### src/rtl/multicycle_control_fsm.sv
// multicycle_control_fsm
//   Multi-cycle control sequencer. Each instruction goes through FETCH, DECODE
//   and then EXEC / SPDEC / MEM / WB as its class needs. The FSM handshakes with
//   a shared memory port (mem_req held until mem_ready) and drives the datapath
//   mux selects. It also handles stack ops (PUSH/POP/CALL/RET), HALT with
//   resume, and illegal-opcode flagging, and keeps a wrapping count of retired
//   instructions.
// Ports
//   clk, rst            clock; synchronous active-high reset
//   opcode              IR opcode field, sampled in DECODE
//   branch_taken        condition result for the current branch_op
//   mem_ready           memory completes the current request this cycle
//   resume              leave HALTED
//   mem_req/mem_we      memory request / write strobe
//   addr_sel/wdata_sel  memory address mux (PC/ALU/SP) / write data mux (rt/PC)
//   ir_load             latch IR
//   pc_write/pc_src     PC update enable / source (PC+1, target, mem data)
//   branch_op           branch condition select
//   alu_op/alu_src      ALU function / operand B select
//   reg_write/reg_dst   register write enable / destination (rd or rt)
//   mem_to_reg          write-back source is memory data
//   sp_op               stack pointer hold / decrement / increment
//   halted, illegal     in HALTED / one-cycle undefined-opcode pulse
//   retired             completed-instruction count
module multicycle_control_fsm #(
  parameter int OPCODE_W = 6,
  parameter int ALUOP_W  = 4,
  parameter int CNT_W    = 32
) (
  input  logic                clk,
  input  logic                rst,
  input  logic [OPCODE_W-1:0] opcode,
  input  logic                branch_taken,
  input  logic                mem_ready,
  input  logic                resume,
  output logic                mem_req,
  output logic                mem_we,
  output logic [1:0]          addr_sel,
  output logic                wdata_sel,
  output logic                ir_load,
  output logic                pc_write,
  output logic [1:0]          pc_src,
  output logic [2:0]          branch_op,
  output logic [ALUOP_W-1:0]  alu_op,
  output logic                alu_src,
  output logic                reg_write,
  output logic                reg_dst,
  output logic                mem_to_reg,
  output logic [1:0]          sp_op,
  output logic                halted,
  output logic                illegal,
  output logic [CNT_W-1:0]    retired
);
  localparam logic [5:0] OP_R    = 6'h00, OP_ADDI = 6'h01, OP_SRAI = 6'h09,
                         OP_BR   = 6'h0A, OP_BMI  = 6'h0B, OP_BPL  = 6'h0C,
                         OP_BZ   = 6'h0D, OP_LD   = 6'h0E, OP_ST   = 6'h0F,
                         OP_LDSP = 6'h10, OP_STSP = 6'h11, OP_MOVE = 6'h12,
                         OP_PUSH = 6'h13, OP_POP  = 6'h14, OP_CALL = 6'h15,
                         OP_HALT = 6'h16, OP_NOP  = 6'h17, OP_RET  = 6'h18;

  localparam logic [ALUOP_W-1:0] ALU_R    = '0;
  localparam logic [ALUOP_W-1:0] ALU_ADD  = ALUOP_W'(1);
  localparam logic [ALUOP_W-1:0] ALU_PASS = '1;

  typedef enum logic [2:0] {
    S_FETCH, S_DECODE, S_EXEC, S_SPDEC, S_MEM, S_WB, S_HALTED
  } state_t;

  state_t     state, state_nx;
  logic [5:0] op_q;
  logic [5:0] d6;
  logic       d_legal;
  // run stays low for one cycle after reset so every output reads 0 until
  // the first edge with rst deasserted.
  logic       run;
  logic       retire;
  logic       q_alui, q_br, q_ldst, q_load, q_store;

  assign d6      = opcode[5:0];
  assign d_legal = ((opcode >> 6) == '0) && (d6 <= OP_RET);

  // Only legal opcodes are ever latched, so these classify the current one.
  assign q_alui  = (op_q >= OP_ADDI) && (op_q <= OP_SRAI);
  assign q_br    = (op_q >= OP_BR) && (op_q <= OP_BZ);
  assign q_ldst  = (op_q >= OP_LD) && (op_q <= OP_STSP);
  assign q_load  = (op_q == OP_LD) || (op_q == OP_LDSP);
  // Everything that finishes on a memory write.
  assign q_store = (op_q == OP_ST) || (op_q == OP_STSP) ||
                   (op_q == OP_PUSH) || (op_q == OP_CALL);

  always_ff @(posedge clk) begin
    if (rst) begin
      state   <= S_FETCH;
      run     <= 1'b0;
      op_q    <= '0;
      retired <= '0;
    end else begin
      run   <= 1'b1;
      state <= state_nx;
      if (state == S_DECODE) op_q <= d6;
      if (retire) retired <= retired + CNT_W'(1);
    end
  end

  always_comb begin
    state_nx   = state;
    retire     = 1'b0;
    mem_req    = 1'b0;
    mem_we     = 1'b0;
    addr_sel   = 2'd0;
    wdata_sel  = 1'b0;
    ir_load    = 1'b0;
    pc_write   = 1'b0;
    pc_src     = 2'd0;
    branch_op  = 3'd0;
    alu_op     = ALU_R;
    alu_src    = 1'b0;
    reg_write  = 1'b0;
    reg_dst    = 1'b0;
    mem_to_reg = 1'b0;
    sp_op      = 2'd0;
    halted     = 1'b0;
    illegal    = 1'b0;
    if (run) begin
      case (state)
        S_FETCH: begin
          mem_req = 1'b1;
          if (mem_ready) begin
            ir_load  = 1'b1;
            pc_write = 1'b1;
            state_nx = S_DECODE;
          end
        end
        S_DECODE: begin
          if (!d_legal) begin
            illegal  = 1'b1;
            state_nx = S_FETCH;
          end else begin
            case (d6)
              OP_HALT:          state_nx = S_HALTED;
              OP_NOP:           begin state_nx = S_FETCH; retire = 1'b1; end
              OP_PUSH, OP_CALL: state_nx = S_SPDEC;
              OP_POP, OP_RET:   state_nx = S_MEM;
              default:          state_nx = S_EXEC;
            endcase
          end
        end
        S_EXEC: begin
          if (q_br) begin
            // ALU forms the branch target while the datapath evaluates the condition.
            alu_op   = ALU_ADD;
            alu_src  = 1'b1;
            pc_write = branch_taken;
            pc_src   = 2'd1;
            state_nx = S_FETCH;
            retire   = 1'b1;
            case (op_q)
              OP_BR:   branch_op = 3'd1;
              OP_BPL:  branch_op = 3'd2;
              OP_BMI:  branch_op = 3'd3;
              default: branch_op = 3'd4;
            endcase
          end else if (q_ldst) begin
            alu_op   = ALU_ADD;
            alu_src  = 1'b1;
            state_nx = S_MEM;
          end else begin
            // ALU immediates map 1:1 onto the ALU function codes.
            if (q_alui) begin
              alu_op  = ALUOP_W'(op_q);
              alu_src = 1'b1;
            end else if (op_q == OP_MOVE) begin
              alu_op = ALU_PASS;
            end
            state_nx = S_WB;
          end
        end
        S_SPDEC: begin
          sp_op    = 2'd1;
          state_nx = S_MEM;
        end
        S_MEM: begin
          mem_req   = 1'b1;
          addr_sel  = q_ldst ? 2'd1 : 2'd2;
          mem_we    = q_store;
          wdata_sel = (op_q == OP_CALL);
          pc_src    = (op_q == OP_CALL) ? 2'd1 : 2'd0;
          if (mem_ready) begin
            if (q_store) begin
              pc_write = (op_q == OP_CALL);
              state_nx = S_FETCH;
              retire   = 1'b1;
            end else begin
              state_nx = S_WB;
            end
          end
        end
        S_WB: begin
          reg_write  = (op_q != OP_RET);
          mem_to_reg = q_load || (op_q == OP_POP);
          reg_dst    = (op_q == OP_R);
          if ((op_q == OP_POP) || (op_q == OP_RET)) sp_op = 2'd2;
          if (op_q == OP_RET) begin
            pc_write = 1'b1;
            pc_src   = 2'd2;
          end
          state_nx = S_FETCH;
          retire   = 1'b1;
        end
        S_HALTED: begin
          halted = 1'b1;
          if (resume) begin
            state_nx = S_FETCH;
            retire   = 1'b1;
          end
        end
        default: state_nx = S_FETCH;
      endcase
    end
  end
endmodule

### config.mk
export PLATFORM = sky130hd
export DESIGN_NAME = multicycle_control_fsm
export DESIGN_NICKNAME = d
export VERILOG_FILES = /design/src/rtl/multicycle_control_fsm.sv
export SDC_FILE = /design/constraint.sdc
export NUM_CORES = 1
export LEC_CHECK = 0
export CAP_MARGIN = 10
export CORE_AREA = 10 10 90 69
export CTS_CLUSTER_DIAMETER = 30
export DETAILED_ROUTE_END_ITERATION = 12
export DIE_AREA = 0 0 100 79
export DONT_BUFFER_PORTS = 1
export GPL_TIMING_DRIVEN = 0
export PLACE_DENSITY = 0.82
export SLEW_MARGIN = 20
export SYNTH_ARGS = -nofsm -noshare
export SYNTH_HDL_FRONTEND = slang
export SYNTH_SLANG_ARGS = --single-unit
export TNS_END_PERCENT = 10
### constraint.sdc
create_clock -name clk -period 5.1 [get_ports clk]
set_clock_uncertainty 0.2 [all_clocks]
set_input_delay 0.765 -clock clk [delete_from_list [all_inputs] [get_ports clk]]
set_output_delay 0.765 -clock clk [all_outputs]
set_load 0.005 [all_outputs]
==> flow_summary.toml, run 1 <==
[detailed_routing]
ant_nets = 0
wl_per_cell_um = 20.41
vias = 2979
drcViolationCount = 0
routed_wl_um = 8510
via_per_inst = 7.144
drt_iter0_markers = 373
drt_pass1_iterations = 5

[finish]
final_nets = 371
area_delta_synth_final_pct = 5.765
drive_above_1_share_pct = 11.94
nFillCells = 405
antennaDiodeCount = 0
layout.cells.non_filler = 417
fin_util_pct = 65.65

[place]
post-place-cells = 409
io_buffers = 0
place_congestion = 0.9485
dp_hpwl_um = 6428

[hold_path]
hold_path_class = "reg2reg"

[synth]
synthTopCellsByArea = "dfxtp_1 30%, a21oi_1 6.9%, o31ai_1 6.1%, or4_1 6.1%, nor2_1 4.1%"
synthCells = 352
synth.largest_area_cell = "dfxtp_1"
synth_enable_flop_cells = 0
yosysMostFrequentCell = "dfxtp_1"
synthArstFlopShare_pct = 0
synth.top_cells.by_count = "42 x dfxtp_1, 39 x a21oi_1, 31 x nor2_1, 23 x o31ai_1, 23 x or4_1"
ys_warn_count = 0
syn_area_per_cell_um2 = 8.016
ys_seq_elements = 42
syn_nets = 364
ys_types = 66
ys.flop_type = "dfxtp_1"
yosysTopAreaCellShare_pct = 29.80
ys_seq_area_share_pct = 29.80
mappedNetlistArea_um2 = 2821

[die]
initial_core_util_pct = 62.07
rows = 21
die-height_um = 79
fp.dieArea_um2 = 7900
coreArea_um2 = 4546
ioPinCount = 67
die_x_um = 100

[sta]
fin_hold_ws_ns = 0.3185
grt_setup_unrepaired = "false"
setup_viol = 0
fin_crit_sh_pct = 61.14
finalHoldViolCount = 0
fmax_ghz = 0.3207
worstMarginPinSlew_ns = 0.7276
finalCriticalPeriod_ns = 3.118
drv_slew = 0
fin_tns_setup_ns = 0
relSlewSlack_pct = 51.31

[pwr]
p_seq_share_pct = 51.0
peakVddDrop_mv = 0.1752
power.share.clock_pct = 33.4
comb_power_share_pct = 15.5
power.switching_mw = 0.1863
power.density_nw_per_um2 = 222.2
power.leakage_nw = 0.9188
internal_power_mw = 0.4768
power_mw = 0.6631
switching_share_pct = 28.09

[critical_path]
crit_path_max_fanout = 10
cp_data_required_time_ns = 4.14
r2r_slack_ns = 2.39
end_kind = "output pin"
path_class = "reg2out"
crit_start = "state[1]"
crit_arrival_ns = 2.15
endpoint = "alu_op[3]"
r2r_start = "retired[0]"
rr_endpoint = "retired[30]"
cp-start-kind = "register"
worst-r2r-cell-count = 7

[clock_tree]
clockBufferDepth = 2
clk_latency_ns = 0.29
ctsResizeCount = 0
path_clk_slew_ns = 0.08
cts_setup_buffers = 0
numCtsBuffers = 5
cts.sinks = 42
htreeDepth = 2
cts.hold.buffers_added = 0
cts_tree = "done"
cts_root_buf = "clkbuf_8"

[global_routing]
grt_overflow = 0
grt_pass1_wl_um = 13810
grt_pass1_vias = 2663
grt_antenna_before_repair = 0
grtUsageTotal_pct = 20.75
grt_max_degree = 13

[job]
maxCapViolations = 0

[status]
status = "completed"
cells in the final DEF, fill, tap and decap left out, types with 4 or more instances in the layout:
master	Yosys	final
nand4_1	13	13
o21ai_0	10	10
a21oi_1	39	39
and4_1	4	4
clkbuf_1	8	9
mux2i_1	6	6
buf_6	6	6
inv_1	9	9
nor3_1	8	8
and3_1	5	5
nor2_1	31	31
dfxtp_1	42	42
nand3_1	19	19
or4_1	23	23
nor4_1	5	5
nor2b_1	7	7
o41ai_1	5	5
nand2_1	18	18
a31oi_1	4	4
clkbuf_8	2	8
buf_2	6	6
o31ai_1	23	23
worst max-delay path: stages, from the launching register on:
cell and delay (ns):
dfxtp_1 0.45, clkbuf_1 0.36, inv_1 0.25, nor3_1 0.34, o21ai_0 0.24, a21oi_1 0.22
how the worst min path moves through the flow:
stage                     start           to  slack [ns]  cells past startpoint
global placement     retired[9]   retired[9]        0.31                      2
CTS                  retired[9]   retired[9]        0.32                      2
detailed placement   retired[9]   retired[9]        0.31                      2
finish               retired[9]   retired[9]        0.32                      2
global route        retired[25]  retired[25]        0.35                      2
floorplan            retired[5]   retired[5]        0.28                      2
state kept, by name (all words and copies together) (netlist names):
name and flops:
run 1, op_q 6, retired 32, state 3
per-stage QoR:
stage                     cell area (um2)  setup slack [ns]
after floorplan                      2821             2.631
after global placement               2893             2.363
after detailed placement             2893             2.325
after CTS                            2984             2.008
after global routing                 2984             1.736
final                                2984             1.982
power groups by stage:
stage	Sequential (mW)	Combinational, mW	Clock [mW]
2_1_floorplan	0.344	0.0776	0
3_3_place_gp	0.346	0.0985	0
3_5_place_dp	0.346	0.100	0
4_1_cts	0.338	0.100	0.223
5_1_grt	0.339	0.112	0.237
6_report	0.338	0.103	0.222
final cells by class:
cell class                      instances  area, um2  area share (%)
Sequential cell                        42      840.8           28.18
Clock buffer                            7      86.33           2.893
Inverter                                9      33.78           1.132
Clock inverter                          1      5.005          0.1677
Tap cell                               57      71.32           2.390
Buffer                                 26      185.2           6.205
Multi-Input combinational cell        275       1762           59.04
routing by layer:
layer / up-vias / wire (um) / global-route usage, %
met3: 4 / 1081 / 7.353
met5: - / 0 / 0
met2: 184 / 3627 / 29.61
met4: 0 / 20 / 2.676
met1: 1415 / 3781 / 29.74
li1: 1376 / - / -
logic make-up after synthesis:
group,Yosys count,synth area share (%)
AND/OR/NAND/NOR,161,33.92
AO/OA/AOI/OAI,101,23.90
flip-flops,42,29.80
buffers and inverters,35,7.760
multiplexers,8,2.927
XOR/XNOR,4,1.242
adder cells (fa/ha/maj),1,0.4434
Power figures use the tool's default switching activity.
==> run 2, diff against run 1 <==
- CORE_AREA: 10 10 90 69 -> 10 10 95 72
- DIE_AREA: 0 0 100 79 -> 0 0 105 82
- PLACE_DENSITY: 0.82 -> 0.78
- clock period: 5.1 -> 2.8 ns (I/O delays scaled with it)
==> flow_summary.toml, run 2 (synthesis gave the netlist of run 1 again) <==
[sta]
relSlewSlack_pct = 50.38
grt_setup_unrepaired = "true"
fmax_ghz = 0.3639
worst_slack_ns = 0.05215
finalCriticalPeriod_ns = 2.748
worstMarginPinSlew_ns = 0.7415
fin_crit_sh_pct = 98.14
fin_tns_setup_ns = 0
drv_slew = 0
finalHoldViolCount = 0
setup_viol = 0

[finish]
largest-register = "retired"
top_regs = "retired (32), op_q (6), state (3)"
mostFrequentLayoutCells = "42 x dfxtp_1, 39 x a21oi_1, 31 x nor2_1"
area_delta_synth_final_pct = 6.031
final_common_cell = "dfxtp_1"
design_area_um2 = 2992
largest_reg_flops = 32
fin_util_pct = 59.07
final_nets = 371
drive_above_1_share_pct = 12.26
antennaDiodeCount = 0
layout.cells.non_filler = 431

[global_routing]
use_met2_pct = 27.31
grt_overflow = 0
grt_pass1_wl_um = 13700
grtUsageMet3_pct = 7.037
grt_pass1_vias = 2534
grt_antenna_before_repair = 0
grtUsageTotal_pct = 19.20
grtUsageMet1_pct = 26.66
grt_busiest_layer = "met2"
grt_max_degree = 13

[clock_tree]
path_clk_slew_ns = 0.08
cts.hold.buffers_added = 0
clockBufferDepth = 2
numCtsBuffers = 5
clk_latency_ns = 0.29
htreeDepth = 2
cts_tree = "done"
cts_root_buf = "clkbuf_8"
cts_setup_buffers = 0
cts.sinks = 42

[place]
place_congestion = 0.9257
post-place-cells = 424
io_buffers = 0
dp_hpwl_um = 6380
place_area_um2 = 2912
dp_slack_ns = 0.1241

[critical_path]
crit_path_max_fanout = 10
cp-start-kind = "register"
path_class = "reg2out"
cp_data_required_time_ns = 2.18
crit_arrival_ns = 2.13
end_kind = "output pin"

[hold_path]
hold_path_class = "in2reg"

[detailed_routing]
vias = 2967
routed_wl_um = 8431
wl_per_cell_um = 19.56
drt_pass1_iterations = 5
drt_iter0_markers = 310
via_per_inst = 6.884
ant_nets = 0
drcViolationCount = 0

[die]
coreArea_um2 = 5065
die-height_um = 82
rows = 22
die_x_um = 105
initial_core_util_pct = 55.71
ioPinCount = 67
fp.dieArea_um2 = 8610

[pwr]
peakVddDrop_mv = 0.2716
power.leakage_nw = 0.9178
power.density_nw_per_um2 = 392.0

[job]
maxCapViolations = 0

[status]
status = "completed"
[run 2: worst paths after layout]
path                            slack (ns)         from  cells past startpoint     endpoint
worst min-delay path                  0.05          rst                      1          run
worst max register to register        0.27   retired[0]                      7  retired[30]
worst max-delay path                  0.05     state[1]                      5    alu_op[1]
worst min register to register        0.32  retired[25]                      2  retired[25]
[run 2: worst max-delay path, cell delays in order (launching register included)]
cell and delay, ns:
dfxtp_1 0.45, clkbuf_1 0.39, inv_1 0.24, nor3_1 0.32, o21ai_0 0.21, a21oi_1 0.22
[run 2: routing by layer]
layer | vias up | routed length (um)
li1 | 1384 | -
met1 | 1380 | 3721
met2 | 185 | 3497
met3 | 18 | 1114
met4 | 0 | 97
met5 | - | 0
[run 2: area by class of cell]
class,instances,area [um2]
fillers,476,2073
multi-input cells,275,1762
flip-flops and latches,42,840.8
plain buffers,26,186.4
well taps,72,90.09
clock buffers,5,68.82
inverters,9,33.78
clock inverters,2,10.01
[run 2: report_power, final]
part           internal [mW]  total (mW)  switching (mW)
logic                 0.0642       0.186           0.121
registers              0.605       0.615         0.00994
clock network          0.168       0.372           0.204
total                  0.837        1.17           0.336
[run 2: what timing repair did]
| item | 4_1_cts | 5_1_grt |
|---|---|---|
| resized for setup | 0 | 2 |
| setup endpoints to repair | 0 | 5 |
| endpoints found under the hold margin | 0 | 0 |
[run 2: metrics by stage]
stage | hold WS (ns) | power, mW
6_report | 0.05310 | 1.173
5_1_grt | 0.05318 | 1.224
4_1_cts | 0.04678 | 1.174
3_5_place_dp | 0.3126 | 0.8104
3_3_place_gp | 0.3105 | 0.8094
2_1_floorplan | 0.2752 | 0.7677
==> run 3, diff against run 2 <==
- MAX_ROUTING_LAYER: unset -> met4
==> flow_summary.toml, run 3 (synthesis gave the netlist of run 1 again) <==
[place]
post-place-cells = 424
place_congestion = 0.9412
dp_hpwl_um = 6473
place_area_um2 = 2912
io_buffers = 0
dp_slack_ns = 0.1606

[critical_path]
r2r_slack_ns = 0.27
rr_endpoint = "retired[30]"
path_buf_inv = 1
crit_path_max_fanout = 10
path_delay_family = "compound AO/OA/AOI/OAI gates"
crit_arrival_ns = 2.07
critPathSlowestCell = "or4b_1"
r2r_start = "retired[0]"
crit_chain = "buf_2 > or4b_1 > a21boi_1 > o21ai_0 > a21oi_1"
cp_data_required_time_ns = 2.18
path_class = "reg2out"
cp-start-kind = "register"
worst-r2r-cell-count = 7
critPathMaxStageDelay_ns = 0.49
end_kind = "output pin"

[sta]
worst_slack_ns = 0.1092
drv_slew = 0
fin_crit_sh_pct = 96.10
worstMarginPinSlew_ns = 0.7570
fmax_ghz = 0.3716
fin_hold_ws_ns = 0.06077
finalCriticalPeriod_ns = 2.691
setup_viol = 0
relSlewSlack_pct = 49.35
fin_tns_setup_ns = 0
finalHoldViolCount = 0
grt_setup_unrepaired = "false"

[pwr]
power.leakage_nw = 0.9300
internal_power_mw = 0.9363
power.share.clock_pct = 36.9
p_seq_share_pct = 48.3
power_mw = 1.274
comb_power_share_pct = 14.8
peakVddDrop_mv = 0.2214
power.switching_mw = 0.3382
switching_share_pct = 26.54
power.density_nw_per_um2 = 421.9

[clock_tree]
clockBufferDepth = 2
cts.sinks = 42
clk_latency_ns = 0.29
numCtsBuffers = 5
cts_root_buf = "clkbuf_8"
cts_tree = "done"
htreeDepth = 2
cts_setup_buffers = 0
path_clk_slew_ns = 0.08

[finish]
final_nets = 371
antennaDiodeCount = 0
design_area_um2 = 3020
multi_input_area_um2 = 1762
seq_area_um2 = 840.8
nFillCells = 500
fin_util_pct = 59.63
layout.cells.non_filler = 432
final_common_cell = "dfxtp_1"
largest_reg_flops = 32
mostFrequentLayoutCells = "42 x dfxtp_1, 39 x a21oi_1, 31 x nor2_1"
area_delta_synth_final_pct = 7.051
largest-register = "retired"
top_regs = "retired (32), op_q (6), state (3)"
drive_above_1_share_pct = 12.22

[die]
die-height_um = 82
rows = 22
initial_core_util_pct = 55.71
die_x_um = 105
fp.dieArea_um2 = 8610
coreArea_um2 = 5065
ioPinCount = 67

[global_routing]
grtUsageMet1_pct = 26.24
grtUsageMet3_pct = 6.880
grtUsageTotal_pct = 19.64
grt_busiest_layer = "met2"
grt_overflow = 0
use_met2_pct = 28.24
grt_pass1_wl_um = 13790
grt_antenna_before_repair = 0
grt_pass1_vias = 2625
grt_max_degree = 13

[detailed_routing]
wl_per_cell_um = 20.03
ant_nets = 0
drt_iter0_markers = 299
routed_wl_um = 8651
drt_pass1_iterations = 5
drcViolationCount = 0
via_per_inst = 6.819
vias = 2946

[status]
status = "completed"

[hold_path]
hold_path_class = "in2reg"
whs_path_depth = 1
hold_start = "rst"
hold_end = "run"

[job]
maxCapViolations = 0
==> run 3: area by class of cell <==
type	instances	share of cell area, %
Tap cell	72	2.983
Clock buffer	7	2.527
Multi-Input combinational cell	275	58.33
Buffer	26	6.214
Clock inverter	1	0.9942
Inverter	9	1.118
Sequential cell	42	27.84
==> run 3: how the worst max path moves through the flow <==
stage,startpoint,endpoint,cells after the start
floorplan,retired[12],retired[31],5
global placement,retired[0],retired[30],7
detailed placement,retired[0],retired[30],7
CTS,state[1],alu_op[2],5
global route,op_q[4],alu_op[2],5
finish,op_q[4],alu_op[3],5
==> run 3: metal layers <==
metal	part of all wire [%]	vias up
met5	0	-
met4	0.50	0
met3	12	7
met2	42	163
met1	45	1400
li1	-	1376
==> run 3: repair_timing <==
| item | CTS | global route |
|---|---|---|
| endpoints found under the setup margin | 0 | 5 |
| resized for setup | 0 | 4 |
| hold buffers | 0 | 0 |
==> run 3: worst register-to-register path, cell delays in order, from the launching register on <==
cell and delay [ns]:
dfxtp_1 0.41, ha_1 0.23, nand2_1 0.07, nor2_1 0.32, clkbuf_2 0.31, nand4_1 0.18
nor4_1 0.33, mux2_2 0.37
==> run 3: power by group through the flow <==
stage / clock, mW / combinational (mW) / sequential [mW]
final: 0.470 / 0.189 / 0.615
after detailed placement: 0 / 0.183 / 0.629
after CTS: 0.474 / 0.184 / 0.615
after floorplan: 0 / 0.141 / 0.626
after global routing: 0.503 / 0.204 / 0.617
after global placement: 0 / 0.181 / 0.629
